**config.mk**
```make
export PLATFORM = sky130hd
export DESIGN_NAME = status_event_monitor
export DESIGN_NICKNAME = d
export VERILOG_FILES = /design/src/rtl/status_mon_pkg.sv /design/src/rtl/status_edge_det.sv /design/src/rtl/status_event_monitor.sv
export SDC_FILE = /design/constraint.sdc
export NUM_CORES = 1
export LEC_CHECK = 0
export CAP_MARGIN = 10
export CORE_UTILIZATION = 47
export CTS_BUF_LIST = sky130_fd_sc_hd__clkbuf_8
export DETAILED_ROUTE_END_ITERATION = 16
export GPL_TIMING_DRIVEN = 0
export PLACE_DENSITY = 0.77
export SLEW_MARGIN = 25
export SYNTH_ARGS = -nofsm -noshare
export SYNTH_HDL_FRONTEND = slang
export SYNTH_SLANG_ARGS = --single-unit
```
**constraint.sdc**
```tcl
create_clock -name clk -period 3.9 [get_ports clk]
set_input_delay 0.39 -clock clk [delete_from_list [all_inputs] [get_ports clk]]
set_output_delay 0.39 -clock clk [all_outputs]
set_load 0.005 [all_outputs]
```
**src/rtl/status_mon_pkg.sv**
```systemverilog
// Shared types and helpers for the status event monitor.
// Holds the FSM state encoding and the saturating increment used by the report counter.
package status_mon_pkg;

    typedef enum logic [1:0] {
        ST_IDLE,
        ST_COUNT,
        ST_REPORT
    } mon_state_t;

    localparam int SAT_W = 32;

    typedef struct packed {
        logic [SAT_W-1:0] cnt;
        logic             sat;
    } sat_inc_t;

    // Increment that sticks at max; sat flags an edge arriving while already at max.
    function automatic sat_inc_t sat_inc(input logic [SAT_W-1:0] count,
                                         input logic [SAT_W-1:0] max);
        sat_inc_t r;
        if (count >= max) begin
            r.cnt = max;
            r.sat = 1'b1;
        end else begin
            r.cnt = count + 1'b1;
            r.sat = 1'b0;
        end
        return r;
    endfunction

endpackage

```
**src/rtl/status_edge_det.sv**
```systemverilog
// Rising-edge detector on the monitored status, optional 2-flop synchronizer (STATUS_SYNC_EN).
// Latency: 0 cycles without sync, 2 cycles with sync.
// Backpressure: none; rise_o is a per-cycle strobe.
module status_edge_det (
    input  logic clk,
    input  logic rst_n,
    input  logic d_i,
    output logic rise_o
);

    logic s;
    logic s_prev;

`ifdef STATUS_SYNC_EN
    logic [1:0] sync_q;

    always_ff @(posedge clk or negedge rst_n) begin
        if (!rst_n) begin
            sync_q <= 2'b00;
        end else begin
            sync_q <= {sync_q[0], d_i};
        end
    end

    assign s = sync_q[1];
`else
    assign s = d_i;
`endif

    always_ff @(posedge clk or negedge rst_n) begin
        if (!rst_n) begin
            s_prev <= 1'b0;
        end else begin
            s_prev <= s;
        end
    end

    assign rise_o = s & ~s_prev;

endmodule

```
**src/rtl/status_event_monitor.sv**
```systemverilog
// Counts status rising edges over a WIN_LEN-cycle window and reports the count (STATUS_SYNC_EN adds a synchronizer).
// Latency: start sampled in cycle 0, window in cycles 1..WIN_LEN, rpt_valid_o from cycle WIN_LEN+1.
// Backpressure: report held stable until rpt_ready_i; window requests are dropped while busy.
module status_event_monitor
    import status_mon_pkg::*;
#(
    parameter int WIN_LEN = 16,
    parameter int CNT_W   = 4
) (
    input  logic             clk,
    input  logic             rst_n,
    input  logic             status_i,
    input  logic             win_start_i,
    input  logic             rpt_ready_i,
    output logic             rpt_valid_o,
    output logic [CNT_W-1:0] rpt_count_o,
    output logic             rpt_sat_o,
    output logic             busy_o
);

    localparam int WIN_W = $clog2(WIN_LEN);
    localparam logic [WIN_W-1:0] WIN_LAST = WIN_W'(WIN_LEN - 1);
    localparam logic [CNT_W-1:0] CNT_MAX  = '1;

    mon_state_t       state, state_nxt;
    logic [WIN_W-1:0] win_cnt, win_cnt_nxt;
    logic [CNT_W-1:0] count, count_nxt;
    logic             sat, sat_nxt;
    logic             rise;
    sat_inc_t         inc;
    logic             unused_inc_hi;

    status_edge_det u_edge_det (
        .clk    (clk),
        .rst_n  (rst_n),
        .d_i    (status_i),
        .rise_o (rise)
    );

    always_ff @(posedge clk or negedge rst_n) begin
        if (!rst_n) begin
            state   <= ST_IDLE;
            win_cnt <= '0;
            count   <= '0;
            sat     <= 1'b0;
        end else begin
            state   <= state_nxt;
            win_cnt <= win_cnt_nxt;
            count   <= count_nxt;
            sat     <= sat_nxt;
        end
    end

    always_comb begin
        state_nxt   = state;
        win_cnt_nxt = win_cnt;
        count_nxt   = count;
        sat_nxt     = sat;
        inc         = sat_inc(SAT_W'(count), SAT_W'(CNT_MAX));
        case (state)
            ST_IDLE: begin
                if (win_start_i) begin
                    state_nxt   = ST_COUNT;
                    win_cnt_nxt = WIN_LAST;
                    count_nxt   = '0;
                    sat_nxt     = 1'b0;
                end
            end
            ST_COUNT: begin
                if (rise) begin
                    count_nxt = inc.cnt[CNT_W-1:0];
                    sat_nxt   = sat | inc.sat;
                end
                // The edge in the final window cycle is still counted above.
                if (win_cnt == '0) begin
                    state_nxt = ST_REPORT;
                end else begin
                    win_cnt_nxt = win_cnt - 1'b1;
                end
            end
            ST_REPORT: begin
                if (rpt_ready_i) begin
                    state_nxt = ST_IDLE;
                end
            end
            default: begin
                state_nxt = ST_IDLE;
            end
        endcase
    end

    assign unused_inc_hi = ^inc.cnt[SAT_W-1:CNT_W];

    assign rpt_valid_o = (state == ST_REPORT);
    assign busy_o      = (state != ST_IDLE);
    assign rpt_count_o = count;
    assign rpt_sat_o   = sat;

endmodule

```
* After elaboration in Yosys (flattened, before gate mapping)
Cells that the tools add are included.
** Word-level totals
- Register bits after elaboration :: 12
- Input port bits :: 5
- Output and inout bits :: 7
- Logic and storage cells :: 39
** Cells by class
- Add/subtract/negate cells :: 2
- Reduce and logical (&&, ||, !) cells :: 7
- Multiplexer cells :: 14
- Bitwise logic cells :: 3
- Order comparisons :: 1
- Eq/ne operators :: 7
** Operators by type and width (number)
- two-way mux 4 bit :: 4
- one-hot mux 4 bit (2 select lines) :: 2
- inequality test 2 bit (second input constant) :: 5
- AND reduction 3 bit :: 3
- two-way mux 2 bit :: 3
- one-hot mux 2 bit (3 select lines) :: 1
- two-way mux 5 bit :: 1
- adder 4 x 1 -> 4 bit (second input constant) :: 1
- greater-or-equal comparator 4 bit (second input constant) :: 1
- zero test 4 bit :: 1
- nonzero test 2 bit :: 2
- subtractor 4 x 1 -> 4 bit (second input constant) :: 1
- == test 2 x 1 -> 1 bit (second input constant) :: 1
- == test 2 bit (second input constant) :: 1
- zero test 2 bit :: 1
- two-way mux 1 bit :: 2
- one-hot mux 1 bit (2 select lines) :: 1
- AND 1 bit :: 1
- NOT 1 bit :: 1
- bitwise OR 1 bit :: 1

* Depth between registers and ports, before layout
Gate-level depths: netlist of run 1.
- Depth in word-level cells :: 5
- Mapped depth :: 5
- Mapped depth without buffers :: 5

* Modules after synthesis
Synthesis of run 1 repeated with hierarchy kept, for this count alone.
** Unflattened totals
- Cells, all modules :: 64
- Area, all modules :: 644.4 um^2
** Modules (own cells, without submodules)
- status_event_monitor :: cells an instance 62, instances 1, seq. area each 275.3 um^2, area each 605.6 um^2
- status_edge_det :: cells an instance 2, instances 1, seq. area each 25.0 um^2, area each 38.8 um^2

* Worst setup path before layout of run 1
OpenSTA, ideal clock, no wires.
- Path type :: flip-flop to flip-flop
- Start point :: register win_cnt[0]
- End point :: register win_cnt[1]
- Buffers on the path :: 0
- Data required time :: 3804 ps
- Library setup time :: 96 ps
- Arrival time :: 1350 ps
- Stages on the path, launching flop included :: 6
- Period minus slack after synthesis :: 1445 ps
- Setup slack :: 2455 ps
- Cells stage by stage :: dfrtp_1 inv_1 ha_1 or3b_1 and3_1 a311oi_2
** On the way
- Cells in the longest elaborated chain, start to end :: 3
- Elaborated cells on any way between the ends :: 6
- Classes of those cells :: 1 x add/sub; 1 x eq/ne; 2 x mux; 2 x reduce/logical
** Ends and longest elaborated chain
- start, declared :: RTL line status_event_monitor.sv:26 : logic [WIN_W-1:0] win_cnt, win_cnt_nxt;
- start signal, assigned :: RTL line status_event_monitor.sv:48 : win_cnt <= win_cnt_nxt;
- subtractor 4 x 1 -> 4 bit or zero test 4 bit (tied branches) :: RTL line status_event_monitor.sv:78, status_event_monitor.sv:75
- two-way mux 4 bit or inequality test 2 bit (tied branches)
- one-hot mux 4 bit (2 select lines) or AND reduction 3 bit (tied branches)
Parallel ways exist; a longest one is shown, timed or not. The select of a mux whose other input is x is not followed.
A chain may end at the register's enable or synchronous reset.

* Final worst setup path of run 1
- Start point :: register state[0]
- End point :: output port busy_o
** On the way
- Cells in the longest elaborated chain, start to end :: 1
** Ends and longest elaborated chain
- start, declared :: RTL line status_event_monitor.sv:25 : mon_state_t state, state_nxt;
- start signal, assigned :: RTL line status_event_monitor.sv:47 : state <= state_nxt;
- nonzero test 2 bit :: RTL line status_event_monitor.sv:95 : assign busy_o = (state != ST_IDLE);
- end, declared :: RTL line status_event_monitor.sv:18 : output logic busy_o
Every way passes these cells.

==> run metrics, run 1 <==
status=complete, no violations; max_cap viols=0; startpoint types=flip-flop; unrepaired setup endpoints after global routing=no; Setup TNS=0 ns; Req. time, crit path=roughly 3.5 ns; fill count=100; Critical-path top delay cell=clkdlybuf4s50_1; core region area=between 1000 and 1500 µm²; CTS Buffer Depth=2; Detailed Route Iter0 Violations=10; Final min period=roughly 1.9 ns; hold crit path type=flip-flop to flip-flop; clock sink count=12; die area=1510 µm²; Mapped Nets=~70; GR Overflow Total=0; # nets final=between 80 and 90; syn_area_per_cell=10.3 µm²; final instance area=~800 µm²; commonest non-fill, non-tap cells in the layout=dfrtp_1, clkdlybuf4s50_1, inv_1; first-pass GRT wire length=roughly 2200 µm; H-tree levels=1; Cell Chain, Critical Path=buf_2 > or2_2 > clkdlybuf4s50_1; antenna-violating nets left=0; WL/cell=~14 µm; M3 GR Usage=between 1.5 and 2%; Die H=slightly below 40 µm; R2R setup slack=2.33 ns; worst stage delay on the critical path=around 0.44 ns; synthesized flop and latch total=12; IO Port Bufs=11; PnR Total Power=about 630 µW; crit path kind=flip-flop to primary output; internal power=roughly 410 µW; DRT Wirelength=approximately 1300 µm; P&R area growth vs syn=28.6%; FP Rows=12; vias=between 500 and 600; Clock transition at path regs=0.06 ns; CP max FO=10; Mapped Cells=just over 60; Final setup violation count=0; Top Usage Layer GRT=met2; commonest non-fill, non-tap cell in the layout=dfrtp_1; ANT cells=0; vias in the first global route=508; share of cells above drive strength 1=between 10% and 20%; crit path DAT=around 1.5 ns; GR Util met2=around 37%; worst-skew pair later-pin latency=around 0.24 ns; asr flop ratio synth=100%; postcts setup bufs=0; die width=around 40 µm; Post-Route Skew=0.00475 ns; Placer Congestion=between 0.7 and 0.8; sequential element share of the synthesized area=between 40 and 50%; largest net degree at the start of global routing=13; initial antenna violation count=0; Clock power frac=21.0%; Final Slew Violations=0; Netlist cell types=30; GR Util met1=around 26%; Post-Synthesis Cell Area=around 640 µm²; CTS Buf Count=3; CTS resizes=0; critical path's top delay family=buffers and inverters; all-layer global routing usage=~21%; logic gate share of total power=between 40 and 50%; Post-Place Setup Slack=roughly 2.2 ns; switch share=about a third; Post-CTS Hold Buffers=0; Synth warnings=0; Initial Util=a little over half; NetSw=220 µW; hpwl dp=around 940 µm; CTS tree=done; Min Hold Slack=~0.5 ns; worst rel slew slack=approximately 63%; VDD IR max=463 µV; DR vias/cell=6.10; DP Area=767 µm²; Slew @ Worst Pin=0.555 ns; Power Density=just under 800 nW/µm²; crit share post-route=between 40% and 50%; Post-synth EDFFs=0; number of top-level pins=12; Setup WS post-layout=approximately 2.0 ns; clk root buf=clkbuf_8; DRC=0; First-pass DRT Iterations=4; crit path buf inv count=2; crit path capture type=primary output; Final Hold Fails=0; leakage=0.000355 µW; Flop pwr share=38.2%; dominant synthesized flop cell=dfrtp_1; Fmax=521 MHz
layer usage:
layer / routed length (µm) / up-vias / share of wire, %
met2: 636 / 10 / 49
li1: - / 263 / -
met5: 0 / - / 0
met3: 36 / 2 / 2.8
met1: 609 / 280 / 47
met4: 13 / 0 / 1.0
area by class of cell:
class	count	area, µm²	area share, %
repair buffers	11	110	13.4
flip-flops and latches	12	300	36.5
multi-input cells	43	310	37.7
plain buffers	2	10.0	1.22
inverters	5	18.8	2.28
well taps	14	17.5	2.13
clock buffers	4	55.1	6.70
power by group through the flow:
stage | combinational, µW | clock [µW] | sequential, µW
after global routing | 293 | 141 | 253
final | 259 | 133 | 243
after CTS | 262 | 136 | 242
after floorplan | 165 | 0 | 232
after detailed placement | 261 | 0 | 244
after global placement | 252 | 0 | 241
final timing paths:
path / start / end / depth (start not counted)
max: state[0]$_DFFE_PN0P_ / busy_o / 3
min: rpt_sat_o$_DFFE_PN0P_ / rpt_sat_o$_DFFE_PN0P_ / 2
max reg2reg: win_cnt[0]$_DFFE_PN0P_ / win_cnt[1]$_DFFE_PN0P_ / 5
min reg2reg: rpt_sat_o$_DFFE_PN0P_ / rpt_sat_o$_DFFE_PN0P_ / 2
max in group asynchronous: rst_n / rpt_count_o[3]$_DFFE_PN0P_ / 1
min in group asynchronous: rst_n / u_edge_det.s_prev$_DFF_PN0_ / 1
Yosys cell counts, drive strengths merged, types with 2 or more instances:
cell type | count | area share [%]
a21oi | 4 | 3.1
a311oi | 2 | 3.7
a31oi | 2 | 2.0
and3 | 2 | 2.0
and4b | 2 | 3.1
buf | 2 | 1.6
dfrtp | 12 | 47
ha | 2 | 3.9
inv | 5 | 2.9
nand3 | 2 | 1.6
nor2 | 3 | 1.8
nor2b | 4 | 3.9
nor3 | 4 | 3.1
or3b | 2 | 2.7
stage by stage:
step | util [%] | std cells
after CTS | 69.3 | 91
after global placement | 64.7 | 87
after floorplan | - | 62
final | 69.3 | 91
after global routing | 69.3 | 91
after detailed placement | 64.7 | 87
state kept, by name (all words and copies together) (netlist names):
signal             count
u_edge_det.s_prev      1
state                  2
rpt_sat_o              1
win_cnt                4
rpt_count_o            4
cells by family after synthesis:
group	Yosys count	share of synthesized area, %
simple gates	25	25.6
compound gates	16	19.0
flops	12	47.0
buf+inv	7	4.50
fa+ha+maj	2	3.91
worst reg2reg max path: cells and delay by family, from the launching register on:
kind	cells	cell delay (ns)
AO/OA/AOI/OAI	1	0.18
AND/OR/NAND/NOR	2	0.58
buffers and inverters	1	0.11
flip-flops	1	0.40
adder cells (fa/ha/maj)	1	0.21
Power figures use the tool's default switching activity.
==> run 2, diff against run 1 <==
==> constraint.sdc (replaced) <==
create_clock -name clk -period 1.9 [get_ports clk]
set_input_delay 0.19 -clock clk [delete_from_list [all_inputs] [get_ports clk]]
set_output_delay 0.19 -clock clk [all_outputs]
set_load 0.005 [all_outputs]
==> results of run 2 <==
The final DEF is identical to that of run 1. Status: complete, no violations.
Main changes from that run: setup slack after placement 2.17 ns -> 0.354 ns; setup slack after layout 1.98 ns -> 0.179 ns; hold slack 0.511 ns -> 0.315 ns; register-to-register setup slack 2.33 ns -> 0.33 ns; total power 635 µW -> 1300 µW; worst IR drop on VDD 463 µV -> 950 µV
